**src/rtl/ring_pkg.sv**
```systemverilog
// Shared types and constants for the animated ring sequencer and its pixel pipeline.
package ring_pkg;

  typedef enum logic [1:0] {
    ST_IDLE   = 2'd0,
    ST_GROW   = 2'd1,
    ST_HOLD   = 2'd2,
    ST_SHRINK = 2'd3
  } ring_state_t;

  localparam int OLED_W      = 96;
  localparam int OLED_H      = 64;
  localparam int OLED_PIXELS = OLED_W * OLED_H;

  // Entry 0 sits in the low bits so PALETTE[0] is the first colour shown.
  localparam logic [3:0][15:0] PALETTE = {16'h001F, 16'h07E0, 16'hF800, 16'hFC00};

  function automatic logic [11:0] sq6(input logic [5:0] v);
    return 12'({6'd0, v} * {6'd0, v});
  endfunction

endpackage

```
**src/rtl/ring_pixel_pipe.sv**
```systemverilog
// Two-stage ring renderer: stage 1 registers the pixel offset from the centre,
// stage 2 tests the squared distance against the current radius band.
module ring_pixel_pipe
  import ring_pkg::*;
#(
  parameter int CX    = 48,
  parameter int CY    = 32,
  parameter int THICK = 2
) (
  input  logic        i_clk,
  input  logic        i_rst,
  input  logic [12:0] i_pixel_index,
  input  logic [5:0]  i_r_in,
  input  logic        i_enable,
  input  logic [15:0] i_color,
  output logic [15:0] o_color
);

  logic [6:0]         w_row;
  logic [6:0]         w_col;
  logic signed [7:0]  w_dx;
  logic signed [7:0]  w_dy;
  logic signed [7:0]  r_dx;
  logic signed [7:0]  r_dy;
  logic signed [15:0] w_dx_ext;
  logic signed [15:0] w_dy_ext;
  logic [15:0]        w_dx_sq;
  logic [15:0]        w_dy_sq;
  logic [11:0]        w_d2;
  logic [5:0]         w_r_out;
  logic [11:0]        w_lo;
  logic [11:0]        w_hi;
  logic [15:0]        r_color;

  assign w_row = 7'(i_pixel_index / 13'(OLED_W));
  assign w_col = 7'(i_pixel_index % 13'(OLED_W));
  assign w_dx  = {1'b0, w_col} - 8'(CX);
  assign w_dy  = {1'b0, w_row} - 8'(CY);

  always_ff @(posedge i_clk or posedge i_rst) begin
    if (i_rst) begin
      r_dx <= '0;
      r_dy <= '0;
    end else begin
      r_dx <= w_dx;
      r_dy <= w_dy;
    end
  end

  // Radius and enable are sampled live here so a new frame renders with its new radius.
  assign w_dx_ext = 16'(r_dx);
  assign w_dy_ext = 16'(r_dy);
  assign w_dx_sq  = 16'(w_dx_ext * w_dx_ext);
  assign w_dy_sq  = 16'(w_dy_ext * w_dy_ext);
  assign w_d2     = 12'(w_dx_sq + w_dy_sq);
  assign w_r_out  = i_r_in + 6'(THICK);
  assign w_lo     = sq6(i_r_in);
  assign w_hi     = sq6(w_r_out);

  always_ff @(posedge i_clk or posedge i_rst) begin
    if (i_rst) begin
      r_color <= '0;
    end else begin
      r_color <= (i_enable && (w_d2 >= w_lo) && (w_d2 <= w_hi)) ? i_color : 16'h0000;
    end
  end

  assign o_color = r_color;

endmodule

```
**src/rtl/ring_sequencer.sv**
```systemverilog
// Animated-ring controller: grow/hold/shrink radius sequencing committed at frame ticks.
// Define RING_CYCLE_COLOR_EN to cycle the ring colour through a 4-entry palette.
module ring_sequencer
  import ring_pkg::*;
#(
  parameter int          CX          = 48,
  parameter int          CY          = 32,
  parameter int          R_MIN       = 4,
  parameter int          R_MAX       = 28,
  parameter int          THICK       = 2,
  parameter int          HOLD_FRAMES = 30,
  parameter logic [15:0] COLOR       = 16'hFC00
) (
  input  logic        clk25,
  input  logic        reset,
  input  logic [12:0] pixel_index,
  input  logic        start,
  input  logic        stop,
  output logic [15:0] color,
  output logic        busy,
  output logic        frame_done
);

  localparam int HW = (HOLD_FRAMES > 1) ? $clog2(HOLD_FRAMES) : 1;

  ring_state_t   r_state;
  ring_state_t   w_state_next;
  logic [5:0]    r_in;
  logic [5:0]    w_in_next;
  logic [HW-1:0] r_hold_cnt;
  logic [HW-1:0] w_hold_cnt_next;
  logic          r_start_pend;
  logic          w_start_pend_next;
  logic          r_stop_pend;
  logic          w_stop_pend_next;
  logic [12:0]   r_prev_index;
  logic          r_frame_done;
  logic          w_tick;
  logic          w_enable;
  logic [15:0]   w_active_color;

  // prev index resets to 0, so index 0 held through reset does not tick.
  assign w_tick   = (pixel_index == 13'd0) && (r_prev_index != 13'd0);
  assign w_enable = (r_state != ST_IDLE);

  always_ff @(posedge clk25 or posedge reset) begin
    if (reset) begin
      r_state      <= ST_IDLE;
      r_in         <= 6'(R_MIN);
      r_hold_cnt   <= '0;
      r_start_pend <= 1'b0;
      r_stop_pend  <= 1'b0;
      r_prev_index <= '0;
      r_frame_done <= 1'b0;
    end else begin
      r_state      <= w_state_next;
      r_in         <= w_in_next;
      r_hold_cnt   <= w_hold_cnt_next;
      r_start_pend <= w_start_pend_next;
      r_stop_pend  <= w_stop_pend_next;
      r_prev_index <= pixel_index;
      r_frame_done <= w_tick && (r_state != ST_IDLE);
    end
  end

  always_comb begin
    w_state_next      = r_state;
    w_in_next         = r_in;
    w_hold_cnt_next   = r_hold_cnt;
    w_start_pend_next = r_start_pend;
    w_stop_pend_next  = r_stop_pend;
    case (r_state)
      ST_IDLE: begin
        w_start_pend_next = r_start_pend | start;
        if (w_tick && r_start_pend) begin
          w_state_next      = ST_GROW;
          w_in_next         = 6'(R_MIN);
          w_start_pend_next = 1'b0;
        end
      end
      ST_GROW: begin
        w_stop_pend_next = r_stop_pend | stop;
        if (w_tick) begin
          if (r_in == 6'(R_MAX)) begin
            w_state_next    = ST_HOLD;
            w_hold_cnt_next = '0;
          end else begin
            w_in_next = r_in + 6'd1;
          end
        end
      end
      ST_HOLD: begin
        w_stop_pend_next = r_stop_pend | stop;
        if (w_tick) begin
          if (r_hold_cnt == HW'(HOLD_FRAMES - 1)) begin
            w_state_next = ST_SHRINK;
          end else begin
            w_hold_cnt_next = r_hold_cnt + 1'b1;
          end
        end
      end
      ST_SHRINK: begin
        w_stop_pend_next = r_stop_pend | stop;
        if (w_tick) begin
          if (r_in == 6'(R_MIN)) begin
            if (r_stop_pend) begin
              w_state_next     = ST_IDLE;
              w_stop_pend_next = 1'b0;
            end else begin
              w_state_next = ST_GROW;
            end
          end else begin
            w_in_next = r_in - 6'd1;
          end
        end
      end
      default: w_state_next = ST_IDLE;
    endcase
  end

`ifdef RING_CYCLE_COLOR_EN
  logic [1:0] r_pal_idx;
  logic       w_cycle_end;

  assign w_cycle_end = w_tick && (r_state == ST_SHRINK) && (r_in == 6'(R_MIN));

  always_ff @(posedge clk25 or posedge reset) begin
    if (reset) begin
      r_pal_idx <= 2'd0;
    end else if (w_cycle_end) begin
      r_pal_idx <= r_pal_idx + 2'd1;
    end
  end

  assign w_active_color = PALETTE[r_pal_idx];
`else
  assign w_active_color = COLOR;
`endif

  ring_pixel_pipe #(
    .CX    (CX),
    .CY    (CY),
    .THICK (THICK)
  ) u_pipe (
    .i_clk         (clk25),
    .i_rst         (reset),
    .i_pixel_index (pixel_index),
    .i_r_in        (r_in),
    .i_enable      (w_enable),
    .i_color       (w_active_color),
    .o_color       (color)
  );

  assign busy       = (r_state != ST_IDLE) | r_start_pend;
  assign frame_done = r_frame_done;

endmodule

```
**config.mk**
```make
export PLATFORM = sky130hd
export DESIGN_NAME = ring_sequencer
export DESIGN_NICKNAME = d
export VERILOG_FILES = /design/src/rtl/ring_pkg.sv /design/src/rtl/ring_pixel_pipe.sv /design/src/rtl/ring_sequencer.sv
export SDC_FILE = /design/constraint.sdc
export NUM_CORES = 1
export LEC_CHECK = 0
export ABC_CLOCK_PERIOD_IN_PS = 17300
export CORE_ASPECT_RATIO = 0.6
export CORE_MARGIN = 5
export CORE_UTILIZATION = 35
export CTS_CLUSTER_DIAMETER = 60
export CTS_CLUSTER_SIZE = 30
export DETAILED_ROUTE_END_ITERATION = 16
export PLACE_DENSITY_LB_ADDON = 0.05
export SYNTH_ARGS = -nofsm -noshare
export SYNTH_HDL_FRONTEND = slang
export SYNTH_HIERARCHICAL = 1
export SYNTH_SLANG_ARGS = --single-unit
```
**constraint.sdc**
```tcl
create_clock -name clk25 -period 17.3 [get_ports clk25]
set_input_delay 3.46 -clock clk25 [delete_from_list [all_inputs] [get_ports clk25]]
set_output_delay 3.46 -clock clk25 [all_outputs]
set_load 0.05 [all_outputs]
```
# == After elaboration in Yosys (flattened, before gate mapping) ==
# Cells that the tools add are included.
# op_classes
multipliers,4
n_addsub,7
n_mux,26
div,2
n_lt_le_gt_ge,2
n_reduce_logical,16
n_eq_ne,16
bitwise_logic,3
# op_table
operator,count
$mux 6,5
$mul 6x6->12,2
$mul 8x8->12,2
$mux 5,4
$ne 2x2->1 const B,10
$pmux 6 s3,1
$mux 16,1
$sub 7x6->8 const B,2
$mux 2,7
$div 13x7->13 const B,1
$logic_not 13->1,1
$mod 13x7->13 const B,1
$reduce_bool 13->1,1
$add 12x12->12,1
$ge 12x12->1,1
$le 12x12->1,1
$pmux 5 s2,1
$pmux 2 s4,1
$reduce_and 7->1,1
$add 6x1->6 const B,1
$add 6x2->6 const B,1
$eq 6x3->1 const B,1
$eq 6x5->1 const B,1
$reduce_and 6->1,1
14 further kinds,27
# word_totals
regBits,61
output_inout_bits,18
elab_cells,86

# == Logic depth before layout (Yosys ltp) ==
# depth
depth_word,6
depth_mapped,29

# == Modules after synthesis ==
# The synthesis kept the hierarchy.
# modules_own_cells
mod,area_per_inst_um2,seq_area_each_um2,n_inst,cells_each
ring_pixel_pipe,6593.8,800.8,1,719
ring_sequencer,1640.3,726.9,1,165

# == Worst setup path before layout ==
# Ideal clock, no wire load.
# synth_timing
path_type,reg-to-reg
startpoint,register u_pipe.r_dx[0]
endpoint,"register u_pipe.r_color[10], in the netlist u_pipe/o_color[10]"
path_stages_with_launch,25
synth_period_minus_slack_ns,6.648
arrival_ns,6.582
setup_ns,0.066
n_path_buf,2
path_slack_ns,10.652
path_cell_list,dfrtp_1 -> clkbuf_1 -> and2_1 -> fa_1 -> inv_1 -> fa_1 -> inv_1 -> fa_1 -> fa_1 -> fa_1 -> fa_1 -> ha_1 -> inv_1 -> o21bai_1 -> a21o_1 -> a21oi_1 -> o21ai_0 -> xnor2_1 -> ha_1 -> nand4_1 -> or2_2 -> o21a_1 -> a211oi_1 -> clkbuf_1 -> and2_1
# synth_between
elab_chain_cells,6
elab_cells_between_ends,7
cone_classes,add/sub (1); mul (1); order compare (2); mux (1); reduce/logical (2)
# synth_rtl
item,line_no,rtl
from (decl),ring_pixel_pipe.sv:23,logic signed [7:0] r_dx;
from (signal assigned),ring_pixel_pipe.sv:45,r_dx <= w_dx;
$mul 8x8->12 (*),ring_pixel_pipe.sv:53,assign w_dx_sq = 16'(w_dx_ext * w_dx_ext);
$add 12x12->12 (*),ring_pixel_pipe.sv:55,assign w_d2 = 12'(w_dx_sq + w_dy_sq);
$ge 12x12->1,ring_pixel_pipe.sv:64,r_color <= (i_enable && (w_d2 >= w_lo) && (w_d2 <= w_hi)) ? i_color : 16'h0000;
$logic_and 1x1->1,ring_pixel_pipe.sv:64,
$logic_and 1x1->1 (*),ring_pixel_pipe.sv:64,
$mux 16 (*),ring_pixel_pipe.sv:64,
to (signal assigned),ring_pixel_pipe.sv:64,
to (decl),ring_pixel_pipe.sv:33,logic [15:0] r_color;
# Mark *: on every way between the ends. The rest lies on a longest branch, timed or not.
# A chain may end at the register's enable or synchronous reset.

# == Worst setup path in the final report ==
# layout_timing
startpoint,register u_pipe.r_dy[2]
endpoint,"register u_pipe.r_color[13], in the netlist u_pipe/o_color[13]"
# layout_between
elab_chain_cells,6
elab_cells_between_ends,7
cone_classes,add/sub (1); mul (1); order compare (2); mux (1); reduce/logical (2)
# layout_rtl
item,line_no,rtl
from (decl),ring_pixel_pipe.sv:24,logic signed [7:0] r_dy;
from (signal assigned),ring_pixel_pipe.sv:46,r_dy <= w_dy;
$mul 8x8->12 (*),ring_pixel_pipe.sv:54,assign w_dy_sq = 16'(w_dy_ext * w_dy_ext);
$add 12x12->12 (*),ring_pixel_pipe.sv:55,
$ge 12x12->1,ring_pixel_pipe.sv:64,
$logic_and 1x1->1,ring_pixel_pipe.sv:64,
$logic_and 1x1->1 (*),ring_pixel_pipe.sv:64,
$mux 16 (*),ring_pixel_pipe.sv:64,
# Marks and branches as above.

==> metrics <==
status=finished clean; Worst-Skew Late Latency=0.33 ns; row count=43; DRT iter0 DRCs=354; number of antenna repair diodes=0; flops & latches, synth=61; synthesized cell area=8230 um^2; crit path DAT=7.58 ns; setup ws final=9.97 ns; postcts setup bufs=0; Synth area leaders=fa_1, dfrtp_1, ha_1, inv_1, and2_1; die span in y=129 um; pre-CTS setup slack=10.09 ns; Fillers=2,339; critical path class=reg2reg; Final Cycle Share=42.3%; synth unique cells=76; min cycle time layout=7.33 ns; CP max stage cell=dfrtp_1; IO buf count=34; GRT overflow=0; antenna violations before repair=0; Pre-Repair DR Iteration Count=4; cts bufs inserted=9; hold_ws=0.507 ns; # IOs=35; GR Util All Layers=15.6%; Clock transition at path regs=0.05 ns; ANT nets after route=0; Data required, critical path=17.56 ns; Core Footprint=23,100 um^2; fin. max-slew vios=0; Post-Route WL=19.8 mm; Nets=1,129; sequential-to-total area share from yosys stat=18.6%; layout cells sized above 1=5.31%; CTS Hold Bufs=0; HP Class=reg2reg; average size of a mapped cell=9.31 um^2; max_cap viols=0; pin count of the biggest net entering global routing=33; Worst Skew=0.00754 ns; r2r setup slk=9.97 ns; Worst path max stage delay=0.73 ns; Die ar.=26,800 um^2; global-route wire length before repair=33.7 mm; crit path capture type=flop; Cell Chain, Critical Path=and2_1 -> ha_1 -> xnor2_1 -> ha_1 -> inv_1 -> fa_1 -> inv_1 -> fa_1 -> fa_1 -> fa_1 -> ha_1 -> inv_1 -> o21bai_1 -> a21o_1 -> a21oi_1 -> o21ai_0 -> xnor2_1 -> ha_1 -> nand4_1 -> or2_2 -> o21a_1 -> a211oi_2 -> and2_1; CTS sink count=61; clock root cell=clkbuf_16; Synth top cells by count=inv_1, ha_1, fa_1, and2_1, dfrtp_1; asr flop ratio synth=100%; post-CTS sizing=0; Via density=4.76; Crit Path Max Fanout=16; area grow syn2layout=11.9%; cell taking the most area after synthesis=fa_1; setup TNS=0 ns; worst slew pin tran=1.06 ns; YS warnings=6; GPL Wtd Cong=0.845; number of failing hold endpoints at the final stage=0; Gate Count Post-Synth=884; CTS tree=done; Initial Util=35.6%; slew margin rel.=29.4%; clock buffer depth=2; final setup fails=0; post-layout util=39.8%; vias in the first global route=6,294; ys flop type=dfrtp_1; number of synthesized flops with an enable pin=0; DRC=0; Die Span X=208 um; achievable frequency=137 MHz; drt wl/cell=16.0 um; area fraction of the dominant cell type after synthesis=21.6%; CP Launch Type=flop; most common cell in the netlist=inv_1; DR vias=5,898; Max H-tree Level=3; RSZ-0062 raised after global routing=no; DP HPWL=16.4 mm
-- layout by cell type, fill, tap and decap left out, drive strengths merged, types with 4 or more instances in the layout --
| master | n |
|---|---|
| mux2i | 4 |
| conb | 16 |
| clkdlybuf4s50 | 34 |
| nand4 | 6 |
| a211oi | 6 |
| or2 | 7 |
| nor2b | 18 |
| o21bai | 4 |
| o21ai | 34 |
| o21a | 8 |
| o31ai | 7 |
| a21oi | 35 |
| and2 | 60 |
| buf | 5 |
| ha | 105 |
| nand2b | 19 |
| xnor2 | 39 |
| nand2 | 53 |
| fa | 89 |
| clkbuf | 12 |
| nand3 | 7 |
| nor2 | 35 |
| mux2 | 7 |
| nand3b | 4 |
| xor2 | 19 |
| nor3 | 12 |
| dfrtp | 60 |
| a21o | 13 |
| inv | 148 |
| nor4 | 7 |
-- sequential cells by signal, indices dropped and copies added (netlist names) --
name and count:
u_pipe/r_dx 8, r_prev_index 13, r_hold_cnt 5, u_pipe/r_dy 8, r_stop_pend 1, r_state 2
frame_done 1, r_start_pend 1, r_in 6, u_pipe/o_color 16
-- final timing paths --
| path | start | to | cells after the start |
|---|---|---|---|
| min in group asynchronous | reset | r_hold_cnt[4] | 3 |
| max in group asynchronous | reset | r_in[2] | 3 |
| max | u_pipe/r_dy[2] | u_pipe/o_color[13] | 23 |
| max reg2reg | u_pipe/r_dy[2] | u_pipe/o_color[13] | 23 |
| min | r_hold_cnt[4] | r_hold_cnt[4] | 1 |
| min reg2reg | r_hold_cnt[4] | r_hold_cnt[4] | 1 |
-- layout make-up --
class                      count  area (um^2)  share of cell area, %
timing repair buffer          39          378                   4.10
inverter                     148          556                   6.03
multi-input combinational    659         6080                   66.0
clock inverter                 4         22.5                  0.244
tap                          315          394                   4.28
sequential                    61         1530                   16.6
clock buffer                  12          256                   2.78
-- metal layers --
layer	up-vias	GRT usage (%)	share of wire (%)
met5	-	0	0
met4	0	2.62	0.55
met3	7	2.14	3.7
met2	88	21.4	37
met1	2871	25.8	58
li1	2932	-	-
-- cell families (layout without fill, tap and decap cells) --
| group | after synthesis | after routing | synth area share, % |
|---|---|---|---|
| adders and majority gates | 195 | 195 | 37.7 |
| muxes | 11 | 11 | 1.49 |
| other | 2 | 16 | 0.0912 |
| DFF | 61 | 61 | 18.6 |
| AOI/OAI and AO/OA | 136 | 136 | 11.4 |
| and+or+nand+nor | 243 | 243 | 16.2 |
| buffers and inverters | 178 | 203 | 8.30 |
| xor gates and xnor gates | 58 | 58 | 6.26 |
-- critical path, delay by kind of cell (launching register included) --
kind / cells / cell delay (ns)
flops: 1 / 0.73
fa+ha+maj: 8 / 3.24
compound gates: 6 / 1.57
buf+inv: 3 / 0.20
xor+xnor: 2 / 0.52
simple gates: 4 / 1.01
-- per-stage QoR --
| step | cell area (um^2) | instances |
|---|---|---|
| floorplan | 8290 | 898 |
| global placement | 8940 | 1222 |
| detailed placement | 8940 | 1222 |
| CTS | 9220 | 1238 |
| global route | 9220 | 1238 |
| finish | 9220 | 1238 |
Power is left out: the tool's default activity adds up to more than one toggle a clock period on the data nets, which glitch-free logic cannot reach.
